<file path="src/rtl/alu16_seq.sv">
// Two-cycle 16-bit sequencer in front of the 8-bit ALU: low byte, then high byte
// with the carry/borrow chained. Returns the 16-bit result with Game Boy flags.
module alu16_seq (
  input  logic        clk,
  input  logic        rst,
  input  logic        start,
  input  logic [1:0]  op16,
  input  logic [15:0] lhs16,
  input  logic [15:0] rhs16,
  input  logic [3:0]  flags_in,
  output logic        busy,
  output logic        done,
  output logic [15:0] result16,
  output logic [3:0]  flags_out,
  output logic [7:0]  alu_lhs,
  output logic [7:0]  alu_rhs,
  output logic [3:0]  alu_op,
  output logic        alu_cf,
  input  logic [7:0]  alu_r,
  input  logic        alu_hf,
  input  logic        alu_cfo
);

  localparam logic [1:0] IDLE = 2'd0;
  localparam logic [1:0] LO   = 2'd1;
  localparam logic [1:0] HI   = 2'd2;

  localparam logic [1:0] OP_ADD16  = 2'b00;
  localparam logic [1:0] OP_ADDSP  = 2'b01;
  localparam logic [1:0] OP_INC16  = 2'b10;
  localparam logic [1:0] OP_DEC16  = 2'b11;

  localparam logic [3:0] ALU_ADD = 4'b0000;
  localparam logic [3:0] ALU_ADC = 4'b0001;
  localparam logic [3:0] ALU_SUB = 4'b0010;
  localparam logic [3:0] ALU_SBC = 4'b0011;

  logic [1:0]  state_q,  state_d;
  logic [1:0]  op_q,     op_d;
  logic [15:0] lhs_q,    lhs_d;
  logic [15:0] rhs_q,    rhs_d;
  logic [3:0]  fin_q,    fin_d;
  logic [7:0]  res_lo_q, res_lo_d;
  logic        h_lo_q,   h_lo_d;
  logic        c_lo_q,   c_lo_d;
  logic [15:0] result_q, result_d;
  logic [3:0]  flags_q,  flags_d;
  logic        done_q,   done_d;

  always_comb begin
    state_d  = state_q;
    op_d     = op_q;
    lhs_d    = lhs_q;
    rhs_d    = rhs_q;
    fin_d    = fin_q;
    res_lo_d = res_lo_q;
    h_lo_d   = h_lo_q;
    c_lo_d   = c_lo_q;
    result_d = result_q;
    flags_d  = flags_q;
    done_d   = 1'b0;
    case (state_q)
      IDLE: begin
        if (start) begin
          op_d    = op16;
          lhs_d   = lhs16;
          rhs_d   = rhs16;
          fin_d   = flags_in;
          state_d = LO;
        end
      end
      LO: begin
        res_lo_d = alu_r;
        h_lo_d   = alu_hf;
        c_lo_d   = alu_cfo;
        state_d  = HI;
      end
      HI: begin
        result_d = {alu_r, res_lo_q};
        done_d   = 1'b1;
        state_d  = IDLE;
        // ADD HL keeps Z; ADD SP,e8 reports the low-byte carries; INC/DEC touch nothing.
        case (op_q)
          OP_ADD16: flags_d = {fin_q[3], 1'b0, alu_hf, alu_cfo};
          OP_ADDSP: flags_d = {1'b0, 1'b0, h_lo_q, c_lo_q};
          default:  flags_d = fin_q;
        endcase
      end
      default: state_d = IDLE;
    endcase
  end

  always_comb begin
    alu_lhs = 8'h00;
    alu_rhs = 8'h00;
    alu_op  = ALU_ADD;
    alu_cf  = 1'b0;
    case (state_q)
      LO: begin
        alu_lhs = lhs_q[7:0];
        alu_rhs = (op_q == OP_ADD16 || op_q == OP_ADDSP) ? rhs_q[7:0] : 8'h01;
        alu_op  = (op_q == OP_DEC16) ? ALU_SUB : ALU_ADD;
      end
      HI: begin
        alu_lhs = lhs_q[15:8];
        // e8 is sign-extended into the high byte.
        case (op_q)
          OP_ADD16: alu_rhs = rhs_q[15:8];
          OP_ADDSP: alu_rhs = {8{rhs_q[7]}};
          default:  alu_rhs = 8'h00;
        endcase
        alu_op  = (op_q == OP_DEC16) ? ALU_SBC : ALU_ADC;
        alu_cf  = c_lo_q;
      end
      default: ;
    endcase
  end

  always_ff @(posedge clk) begin
    if (rst) begin
      state_q  <= IDLE;
      op_q     <= 2'b00;
      lhs_q    <= 16'h0000;
      rhs_q    <= 16'h0000;
      fin_q    <= 4'b0000;
      res_lo_q <= 8'h00;
      h_lo_q   <= 1'b0;
      c_lo_q   <= 1'b0;
      result_q <= 16'h0000;
      flags_q  <= 4'b0000;
      done_q   <= 1'b0;
    end else begin
      state_q  <= state_d;
      op_q     <= op_d;
      lhs_q    <= lhs_d;
      rhs_q    <= rhs_d;
      fin_q    <= fin_d;
      res_lo_q <= res_lo_d;
      h_lo_q   <= h_lo_d;
      c_lo_q   <= c_lo_d;
      result_q <= result_d;
      flags_q  <= flags_d;
      done_q   <= done_d;
    end
  end

  assign busy      = (state_q != IDLE);
  assign done      = done_q;
  assign result16  = result_q;
  assign flags_out = flags_q;

endmodule

</file>
<file path="config.mk">
export PLATFORM = sky130hd
export DESIGN_NAME = alu16_seq
export DESIGN_NICKNAME = d
export VERILOG_FILES = /design/src/rtl/alu16_seq.sv
export SDC_FILE = /design/constraint.sdc
export NUM_CORES = 1
export LEC_CHECK = 0
export CAP_MARGIN = 40
export CORE_MARGIN = 8
export CORE_UTILIZATION = 25
export DETAILED_ROUTE_END_ITERATION = 8
export SLEW_MARGIN = 20
export SYNTH_ARGS = -nofsm -noshare
export SYNTH_HDL_FRONTEND = slang
export SYNTH_SLANG_ARGS = --single-unit
</file>
<file path="constraint.sdc">
create_clock -name clk -period 3.4 [get_ports clk]
set_input_delay 0.51 -clock clk [delete_from_list [all_inputs] [get_ports clk]]
set_output_delay 0.51 -clock clk [all_outputs]
set_load 0.01 [all_outputs]
</file>
==> metrics.cfg <==
[sta]
worst_slew_pin_slew_ns = 0.6789
finClkSkew_ns = 0.004230
drv_slew = 0
min_period_over_period_pct = 86.66
maxSlewHeadroom_pct = 54.74
min_period_ns = 2.946
setup_violations = 0
rsz0062_at_grt = false
timing_hold_violations_final = 0
timing.setup.tns_ns = 0
fmax_mhz = 339.4

[pwr]
p_sw_share_pct = 25.74
ir_drop_v = 0.0002468
pwr-share-comb_pct = 18.2
seqPwrFrac_pct = 41.1
p_per_area_nw_per_um2 = 542.0
clkPwrFrac_pct = 40.7
power.switching_mw = 0.5911
p_int_mw = 1.705
p_leak_nw = 1.516

[worst_setup_path]
path_max_fanout = 11
cp-start-kind = flop
worstPathArrival_ns = 2.44
crit_required_ns = 2.89
r2r-start = state_q[0]
setup.worst_path.class = flop to output port
r2r_setup_slack_ns = 1.62
reg2regPathDepth = 6
cp-end-kind = output port
r2r_end = rhs_q[1]

[detailed_routing]
detail_route.wl_per_cell_um = 14.46
num_vias = 2537
drt_wl_total_mm = 8.226
drtIter0Drc = 95
ant_nets = 0
via_per_inst = 4.459
drtPass1Iterations = 4
post-route-drc-count = 0

[floorplan]
dieArea_um2 = 15400
core_um2 = 11420
fp.dieH_um = 124.1
num_rows = 39
io_pins = 94
die_w_um = 124.1
initial_utilization_pct = 25.59

[synth]
synth_edf_count = 0
netlist_top_cells_count = 79 x nand2_1, 71 x dfxtp_1, 50 x a21oi_1
synth_compound_area_share_pct = 14.26
ys_warn_count = 0
synth_area_um2 = 2922
syn-instance-count = 340
synth_xor_xnor_area_share_pct = 0
yosysMostFrequentCell = nand2_1
synth.area.top_cells = dfxtp_1 49%, nand2_1 10%, mux2i_1 9.3%
synthFlopType = dfxtp_1
yosys-mux-area-fraction_pct = 10.02
yosysUniqueCellTypes = 28
ys_seq_area_share_pct = 48.65
avgSynthCellArea_um2 = 8.593
synth_top_area_cell = dfxtp_1
synth-simple-area-share_pct = 19.06
yosysTopAreaCellShare_pct = 48.65
synth_top_family_by_area = simple AND/OR/NAND/NOR gates
synthAdderAreaFrac_pct = 2.141
ys_ff_latch = 71
ys_async_sr_fraction_pct = 0

[grt]
grt_usage_pct = 10.78
grt_pass1_vias = 2538
grt_pass1_wl_mm = 12.90
grt_max_degree = 44
antenna_found_initial = 0
gr-total-overflow = 0

[finish]
syn2layout_area_growth_pct = 45.01
num_antenna_cells = 0
drive_gt1_share_pct = 6.103
final_nets = 478
multi_input_area_um2 = 1339
regArea_um2 = 1421
final_cells = 569
fillers = 1188

[clock_network]
cts.htree.levels = 3
clock_latency_ns = 0.32
clk_pin_slew_ns = 0.05
cts_resized = 0
cts_buffers = 9
numClockSinks = 71
ctsLongestPathBuffers = 2
hold_buffers = 0
root_buffer = clkbuf_16
cts_setup_buffers = 0
cts_tree = built

[placement]
dp_hpwl_mm = 5.933
portBuffers = 91
dp_cells = 553
globalplace.congestion = 0.7817

[min_path]
hold_depth = 2
min_to = done
worstHoldStart = rst
min_path_type = primary input to flop

[status]
status = complete, no violations

[job]
max_cap_viol_count = 0

-- logic make-up after synthesis --
group / count (synthesis)
DFF: 71
other: 1
and+or+nand+nor: 131
adders and majority gates: 5
muxes: 29
AOI/OAI and AO/OA: 71
buffers and inverters: 32
-- sequential cells by signal, summed over array words and instances, names as in the netlist --
register   flops
lhs_q         16
result16      16
rhs_q         16
res_lo_q       8
fin_q          4
flags_out      4
op_q           2
state_q        2
c_lo_q         1
done           1
h_lo_q         1
-- worst max-delay path, stage by stage, from the launching register on --
cell,delay [ns]
dfxtp_1,0.35
inv_1,0.10
ha_1,0.51
nand3b_2,0.26
nor3b_1,0.24
a21o_1,0.11
clkdlybuf4s50_1,0.53
-- through the flow --
step           util [%]  setup slack (ns)  total power [mW]  hold slack, ns  area [um^2]
2_1_floorplan         -             1.582             1.216          0.4312         2925
3_3_place_gp      34.31            0.8375             1.371          0.4388         3918
3_5_place_dp      34.31            0.7633             1.384          0.4428         3918
4_1_cts           36.93            0.4087             2.332          0.4500         4217
5_1_grt           37.10            0.2768             2.414          0.3968         4237
6_report          37.10            0.4535             2.296          0.4063         4237
-- cell type report --
cell class	instances	area share, %
clock buffers	12	6.054
clock inverters	3	1.004
inverters	4	0.3544
multi-input cells	238	31.60
flip-flops and latches	71	33.55
well taps	143	4.223
repair buffers	98	23.21
-- power by group through the flow --
stage | clock (mW) | sequential (mW) | combinational, mW
floorplan | 0 | 0.950 | 0.267
global placement | 0 | 0.960 | 0.411
detailed placement | 0 | 0.962 | 0.422
CTS | 0.963 | 0.944 | 0.424
global route | 1.00 | 0.953 | 0.461
finish | 0.934 | 0.944 | 0.418
-- layer usage --
layer	vias up	track usage, %	part of all wire (%)
met5	-	0	0
met4	0	4.015	1.0
met3	9	3.762	6.8
met2	65	16.98	46
met1	1177	13.29	46
li1	1286	-	-
-- how the worst max path moves through the flow --
stage / startpoint / endpoint / depth (start not counted) / slack [ns]
final: state_q[0] / alu_rhs[7] / 6 / 0.45
after CTS: state_q[0] / alu_rhs[7] / 6 / 0.41
after global routing: state_q[0] / alu_rhs[7] / 6 / 0.28
after detailed placement: state_q[0] / alu_rhs[7] / 6 / 0.76
after floorplan: state_q[0] / alu_rhs[1] / 6 / 1.58
after global placement: state_q[0] / alu_rhs[7] / 6 / 0.84
-- cell usage in the layout (no fill, tap or decap), types with 3 or more instances in the layout --
cell	instances
ha_1	4
clkdlybuf4s50_1	90
nand2b_1	7
nor2_1	28
dfxtp_1	71
nand2_1	79
inv_1	3
o211ai_1	3
o2bb2ai_1	6
buf_4	5
and2_1	3
nor2b_1	9
a21oi_1	50
a22oi_1	8
clkbuf_16	9
mux2i_1	27
Power figures use the tool's default switching activity.
